--- src/rtl/freq_mul_pn.sv ---
// -----------------------------------------------------------------------------
// freq_mul_pn
// Measures the period P of a slow asynchronous input clock in reference-clock
// cycles, then generates a registered 50% square wave at 2^n times the input
// frequency. The half period is H = P >> (n+1), so the output period is 2*H
// cycles, truncated when 2^(n+1) does not divide P.
//
// Parameters:
//   CW  width of the period counter, half-period timer and k
//   NW  width of the multiplier exponent n
// Ports:
//   clk      in   reference clock, rising edge
//   rst      in   synchronous active-low reset
//   infreq   in   asynchronous input clock to be multiplied
//   adjust   in   level; high holds the block armed, falling edge starts a
//                 measurement
//   n        in   exponent of the multiplication factor, sampled in LOAD
//   outfreq  out  multiplied square wave (registered)
//   valid    out  high while outfreq is being generated
//   k        out  last measured input period, in clk cycles
//   err      out  sticky flag: last measurement overflowed or was too fast
// -----------------------------------------------------------------------------
module freq_mul_pn #(
    parameter int CW = 16,
    parameter int NW = 3
) (
    input  logic          clk,
    input  logic          rst,
    input  logic          infreq,
    input  logic          adjust,
    input  logic [NW-1:0] n,
    output logic          outfreq,
    output logic          valid,
    output logic [CW-1:0] k,
    output logic          err
);

    typedef enum logic [2:0] {
        S_IDLE    = 3'd0,
        S_ARMED   = 3'd1,
        S_SYNC    = 3'd2,
        S_MEASURE = 3'd3,
        S_LOAD    = 3'd4,
        S_RUN     = 3'd5
    } state_t;

    state_t        r_state;
    logic          r_s1;
    logic          r_s2;
    logic          r_s3;
    logic [CW-1:0] r_cnt;
    logic [CW-1:0] r_period;
    logic [CW-1:0] r_half;
    logic [CW-1:0] r_tmr;

    logic          w_rise;
    logic          w_cnt_full;
    logic [NW:0]   w_shamt;
    logic [CW-1:0] w_half;

    // Rising edge of the synchronised input; both period edges share the lag.
    assign w_rise     = r_s2 & ~r_s3;
    assign w_cnt_full = (r_cnt == {CW{1'b1}});
    // n+1 needs one extra bit so that n = all-ones does not wrap to zero.
    assign w_shamt    = {1'b0, n} + {{NW{1'b0}}, 1'b1};

    // Half-period for the requested exponent; shifts of CW or more give zero.
    always_comb begin
        w_half = {CW{1'b0}};
        if (int'(w_shamt) >= CW) begin
            w_half = {CW{1'b0}};
        end else begin
            w_half = r_period >> w_shamt;
        end
    end

    // Two-flop synchroniser plus history flop for edge detection.
    always_ff @(posedge clk) begin
        if (!rst) begin
            r_s1 <= 1'b0;
            r_s2 <= 1'b0;
            r_s3 <= 1'b0;
        end else begin
            r_s1 <= infreq;
            r_s2 <= r_s1;
            r_s3 <= r_s2;
        end
    end

    // Control FSM: measurement, load and output generation, registered outputs.
    always_ff @(posedge clk) begin
        if (!rst) begin
            r_state  <= S_IDLE;
            r_cnt    <= {CW{1'b0}};
            r_period <= {CW{1'b0}};
            r_half   <= {CW{1'b0}};
            r_tmr    <= {CW{1'b0}};
            outfreq  <= 1'b0;
            valid    <= 1'b0;
            k        <= {CW{1'b0}};
            err      <= 1'b0;
        end else begin
            case (r_state)
                S_IDLE: begin
                    outfreq <= 1'b0;
                    valid   <= 1'b0;
                    if (adjust) begin
                        r_state <= S_ARMED;
                    end else begin
                        r_state <= S_IDLE;
                    end
                end
                S_ARMED: begin
                    outfreq <= 1'b0;
                    valid   <= 1'b0;
                    err     <= 1'b0;
                    if (!adjust) begin
                        r_state <= S_SYNC;
                    end else begin
                        r_state <= S_ARMED;
                    end
                end
                S_SYNC: begin
                    outfreq <= 1'b0;
                    valid   <= 1'b0;
                    if (adjust) begin
                        r_state <= S_ARMED;
                    end else if (w_rise) begin
                        // The rise cycle itself is count 0; the next cycle is 1.
                        r_cnt   <= {{(CW-1){1'b0}}, 1'b1};
                        r_state <= S_MEASURE;
                    end else begin
                        r_state <= S_SYNC;
                    end
                end
                S_MEASURE: begin
                    outfreq <= 1'b0;
                    valid   <= 1'b0;
                    if (adjust) begin
                        r_state <= S_ARMED;
                    end else if (w_rise) begin
                        // A rise on the saturated count still gives P = all-ones.
                        r_period <= r_cnt;
                        r_state  <= S_LOAD;
                    end else if (w_cnt_full) begin
                        err     <= 1'b1;
                        r_state <= S_IDLE;
                    end else begin
                        r_cnt   <= r_cnt + {{(CW-1){1'b0}}, 1'b1};
                        r_state <= S_MEASURE;
                    end
                end
                S_LOAD: begin
                    k       <= r_period;
                    outfreq <= 1'b0;
                    if (w_half == {CW{1'b0}}) begin
                        err     <= 1'b1;
                        valid   <= 1'b0;
                        r_state <= S_IDLE;
                    end else begin
                        r_half  <= w_half;
                        r_tmr   <= w_half - {{(CW-1){1'b0}}, 1'b1};
                        valid   <= 1'b1;
                        r_state <= S_RUN;
                    end
                end
                S_RUN: begin
                    if (adjust) begin
                        outfreq <= 1'b0;
                        valid   <= 1'b0;
                        r_state <= S_ARMED;
                    end else begin
                        valid   <= 1'b1;
                        r_state <= S_RUN;
                        if (r_tmr == {CW{1'b0}}) begin
                            outfreq <= ~outfreq;
                            r_tmr   <= r_half - {{(CW-1){1'b0}}, 1'b1};
                        end else begin
                            r_tmr   <= r_tmr - {{(CW-1){1'b0}}, 1'b1};
                        end
                    end
                end
                default: begin
                    outfreq <= 1'b0;
                    valid   <= 1'b0;
                    r_state <= S_IDLE;
                end
            endcase
        end
    end

endmodule

--- config.mk ---
export PLATFORM = sky130hd
export DESIGN_NAME = freq_mul_pn
export DESIGN_NICKNAME = d
export VERILOG_FILES = /design/src/rtl/freq_mul_pn.sv
export SDC_FILE = /design/constraint.sdc
export NUM_CORES = 1
export LEC_CHECK = 0
export CAP_MARGIN = 40
export CORE_MARGIN = 2
export CORE_UTILIZATION = 60
export CTS_CLUSTER_SIZE = 25
export DETAILED_ROUTE_END_ITERATION = 7
export PLACE_DENSITY_LB_ADDON = 0.1
export SYNTH_ARGS = -nofsm -noshare
export SYNTH_HDL_FRONTEND = slang
export SYNTH_SLANG_ARGS = --single-unit
--- constraint.sdc ---
create_clock -name clk -period 4.05 [get_ports clk]
set_input_delay 0.81 -clock clk [delete_from_list [all_inputs] [get_ports clk]]
set_output_delay 0.81 -clock clk [all_outputs]
set_load 0.05 [all_outputs]
==> impl_metrics.py <==
metrics = {
    "power_and_ir_drop": {
        "clock_power_share_pct": 40.0,
        "p_per_area_nw_per_um2": 295,
        "power_frac_seq_pct": 54.8,
        "intPower_mw": 1.22,
        "p_comb_share_pct": 5.2,
        "swShare_pct": 23.3,
        "vdd_drop_max_mv": 0.286,
        "power_switching_mw": 0.371,
        "leakage_nw": 1.98,
    },
    "synth": {
        "synthesis.area_um2": 4700,
        "ys.flop_type": "dfxtp_1",
        "ys_seq_area_share_pct": 37.5,
        "ys_types": 63,
        "async_flop_share_pct": 0,
        "yosys-top-cells-area": "dfxtp_1, nand2_1, a21oi_1",
        "yosysMostFrequentCell": "nand2_1",
        "synth_nets": 590,
        "ys_warn_count": 0,
        "synth_edf_count": 0,
        "ys_seq_elements": 88,
        "synth_common_cells": "nand2_1, dfxtp_1, a21oi_1, nor2_1, clkbuf_1",
        "yosys.area.top_type": "dfxtp_1",
        "synth_cells": 581,
        "synth.avg_cell_area_um2": 8.09,
        "synth_top_area_share_pct": 37.5,
    },
    "drt": {
        "wl_mm": 12.0,
        "vias": 4417,
        "detail-route-antenna-nets": 0,
        "post_drt_wl_per_cell_um": 16.8,
        "drt_iter0_drc": 282,
        "drc": 0,
        "drtPass1Iterations": 5,
        "vias_per_cell": 6.18,
    },
    "cts": {
        "clk_pin_slew_ns": 0.09,
        "clock-sinks": 88,
        "clock_path_buffers": 2,
        "root_buffer": "clkbuf_8",
        "h-tree-depth": 3,
        "ctsResizeCount": 0,
        "cts_tree": "built",
        "hold_buffers": 0,
        "post-cts-setup-buffers": 0,
        "cts_buffers": 9,
        "worstSkewPairLatency_ns": 0.36,
    },
    "critical_path": {
        "cp-end-kind": "flop",
        "worstPathRequired_ns": 4.32,
        "start_kind": "primary input",
        "worstSetupPathType": "in -> reg",
        "worst-path-max-fanout": 13,
        "arrival_ns": 4.07,
    },
    "final_layout": {
        "fill_cells": 660,
        "n_antenna_cell": 0,
        "multi_input_area_um2": 2760,
        "seqCellArea_um2": 1760,
        "drive_above_1_share_pct": 12.1,
        "nets": 618,
        "area_delta_synth_final_pct": 14.8,
    },
    "timing": {
        "fin_crit_ns": 3.79,
        "final.setup_skew_ns": 0.00678,
        "max_freq_ghz": 0.264,
        "grt_setup_unrepaired": "no",
        "tns_ns": 0,
        "whs_ns": 0.448,
        "slew_headroom_pct": 52.7,
        "slew_violations": 0,
        "finalCritPeriodShare_pct": 93.6,
        "tightest_slew_ns": 0.708,
        "setup_violations": 0,
        "hold_violations": 0,
    },
    "floorplanning": {
        "initial_core_util_pct": 61.5,
        "num_rows": 32,
        "die_w_um": 92.5,
        "core_um2": 7650,
        "die_height_um": 92.5,
        "io_pins": 26,
        "die-area_um2": 8560,
    },
    "grt": {
        "grt_pass1_wl_mm": 20.0,
        "grt_util_all_layers_pct": 29.0,
        "antenna_found_initial": 0,
        "grt_overflow": 0,
        "grt_max_degree": 61,
        "grt_pass1_vias": 4084,
    },
    "placed_design": {
        "finalWeightedCongestion": 0.882,
        "dpl.hpwl_mm": 8.42,
        "port_buffers": 25,
    },
    "hold_path": {
        "min_path_type": "reg -> reg",
    },
    "flow_run": {
        "maxCapViolations": 0,
    },
    "status": {
        "status": "complete, no violations",
    },
}
-- cell type report --
type | instances | share of cell area [%]
clock buffer | 11 | 2.80
clock inverter | 4 | 0.996
inverter | 8 | 0.556
multi-input combinational | 447 | 51.2
sequential | 88 | 32.6
tap | 102 | 2.36
timing repair buffer | 55 | 9.50
-- critical path, cell delays in order --
cell and delay, ns:
clkdlybuf4s50_1 0.52, buf_12 0.16, mux2_4 0.31, buf_4 0.15, mux4_2 0.46, or2_0 0.24, a222oi_1 0.43, nand3_2 0.20
or4_1 0.53, a311oi_1 0.25
-- flip-flops by register name, indices dropped and copies added, names as in the netlist --
register	count
r_s2	1
err	1
r_cnt	16
r_period	16
r_s3	1
r_state	3
outfreq	1
r_s1	1
k	16
r_half	15
r_tmr	16
valid	1
-- per-stage QoR --
step	total power [mW]	util [%]	instance area [um^2]	cells	setup slack [ns]
after floorplan	0.947	-	4700	581	0.275
after global placement	0.973	67.9	5190	700	-0.0392
after detailed placement	0.974	67.9	5190	700	-0.0909
after CTS	1.59	70.6	5400	715	0.281
after global routing	1.64	70.6	5400	715	0.147
final	1.59	70.6	5400	715	0.257
-- power by group through the flow --
stage | Combinational (mW) | Clock (mW) | Sequential [mW]
6_report | 0.0831 | 0.636 | 0.872
3_5_place_dp | 0.0821 | 0 | 0.892
2_1_floorplan | 0.0554 | 0 | 0.892
3_3_place_gp | 0.0806 | 0 | 0.892
4_1_cts | 0.0828 | 0.640 | 0.872
5_1_grt | 0.0907 | 0.674 | 0.873
-- per-layer routing --
| layer | wire, um | global-route usage, % |
|---|---|---|
| met1 | 5360 | 37.8 |
| met2 | 5820 | 49.3 |
| met3 | 623 | 4.48 |
| met4 | 209 | 9.20 |
| met5 | 0 | 0 |
-- placed cells by master, fill, tap and decap left out, drive strengths merged, types with 9 or more instances in the layout --
| cell | count |
|---|---|
| clkbuf | 11 |
| nor3 | 21 |
| xor2 | 9 |
| nand3 | 14 |
| nor2 | 42 |
| mux2 | 10 |
| buf | 30 |
| clkdlybuf4s50 | 25 |
| nand2 | 99 |
| a21oi | 61 |
| o21ai | 23 |
| a211oi | 15 |
| dfxtp | 88 |
| xnor2 | 11 |
| or2 | 10 |
-- path summary, 6_finish.rpt --
path,start,to,slack (ns),cells past startpoint
worst max-delay path,n[1],r_tmr[13],0.26,10
worst min register to register,r_s1,r_s2,0.45,1
worst max register to register,r_state[0],r_tmr[13],0.92,6
worst min-delay path,r_s1,r_s2,0.45,1
-- cell families (layout without fill, tap and decap cells) --
logic type | after synthesis | in the layout | share of synthesized area, %
flip-flops | 88 | 88 | 37.5
adder cells (fa/ha/maj) | 2 | 2 | 0.532
buffers and inverters | 46 | 78 | 3.89
multiplexers | 26 | 26 | 8.49
AO/OA/AOI/OAI | 152 | 152 | 20.5
XOR/XNOR | 20 | 20 | 3.73
AND/OR/NAND/NOR | 247 | 247 | 25.4
Note: power is estimated with default switching activity, not from simulation.
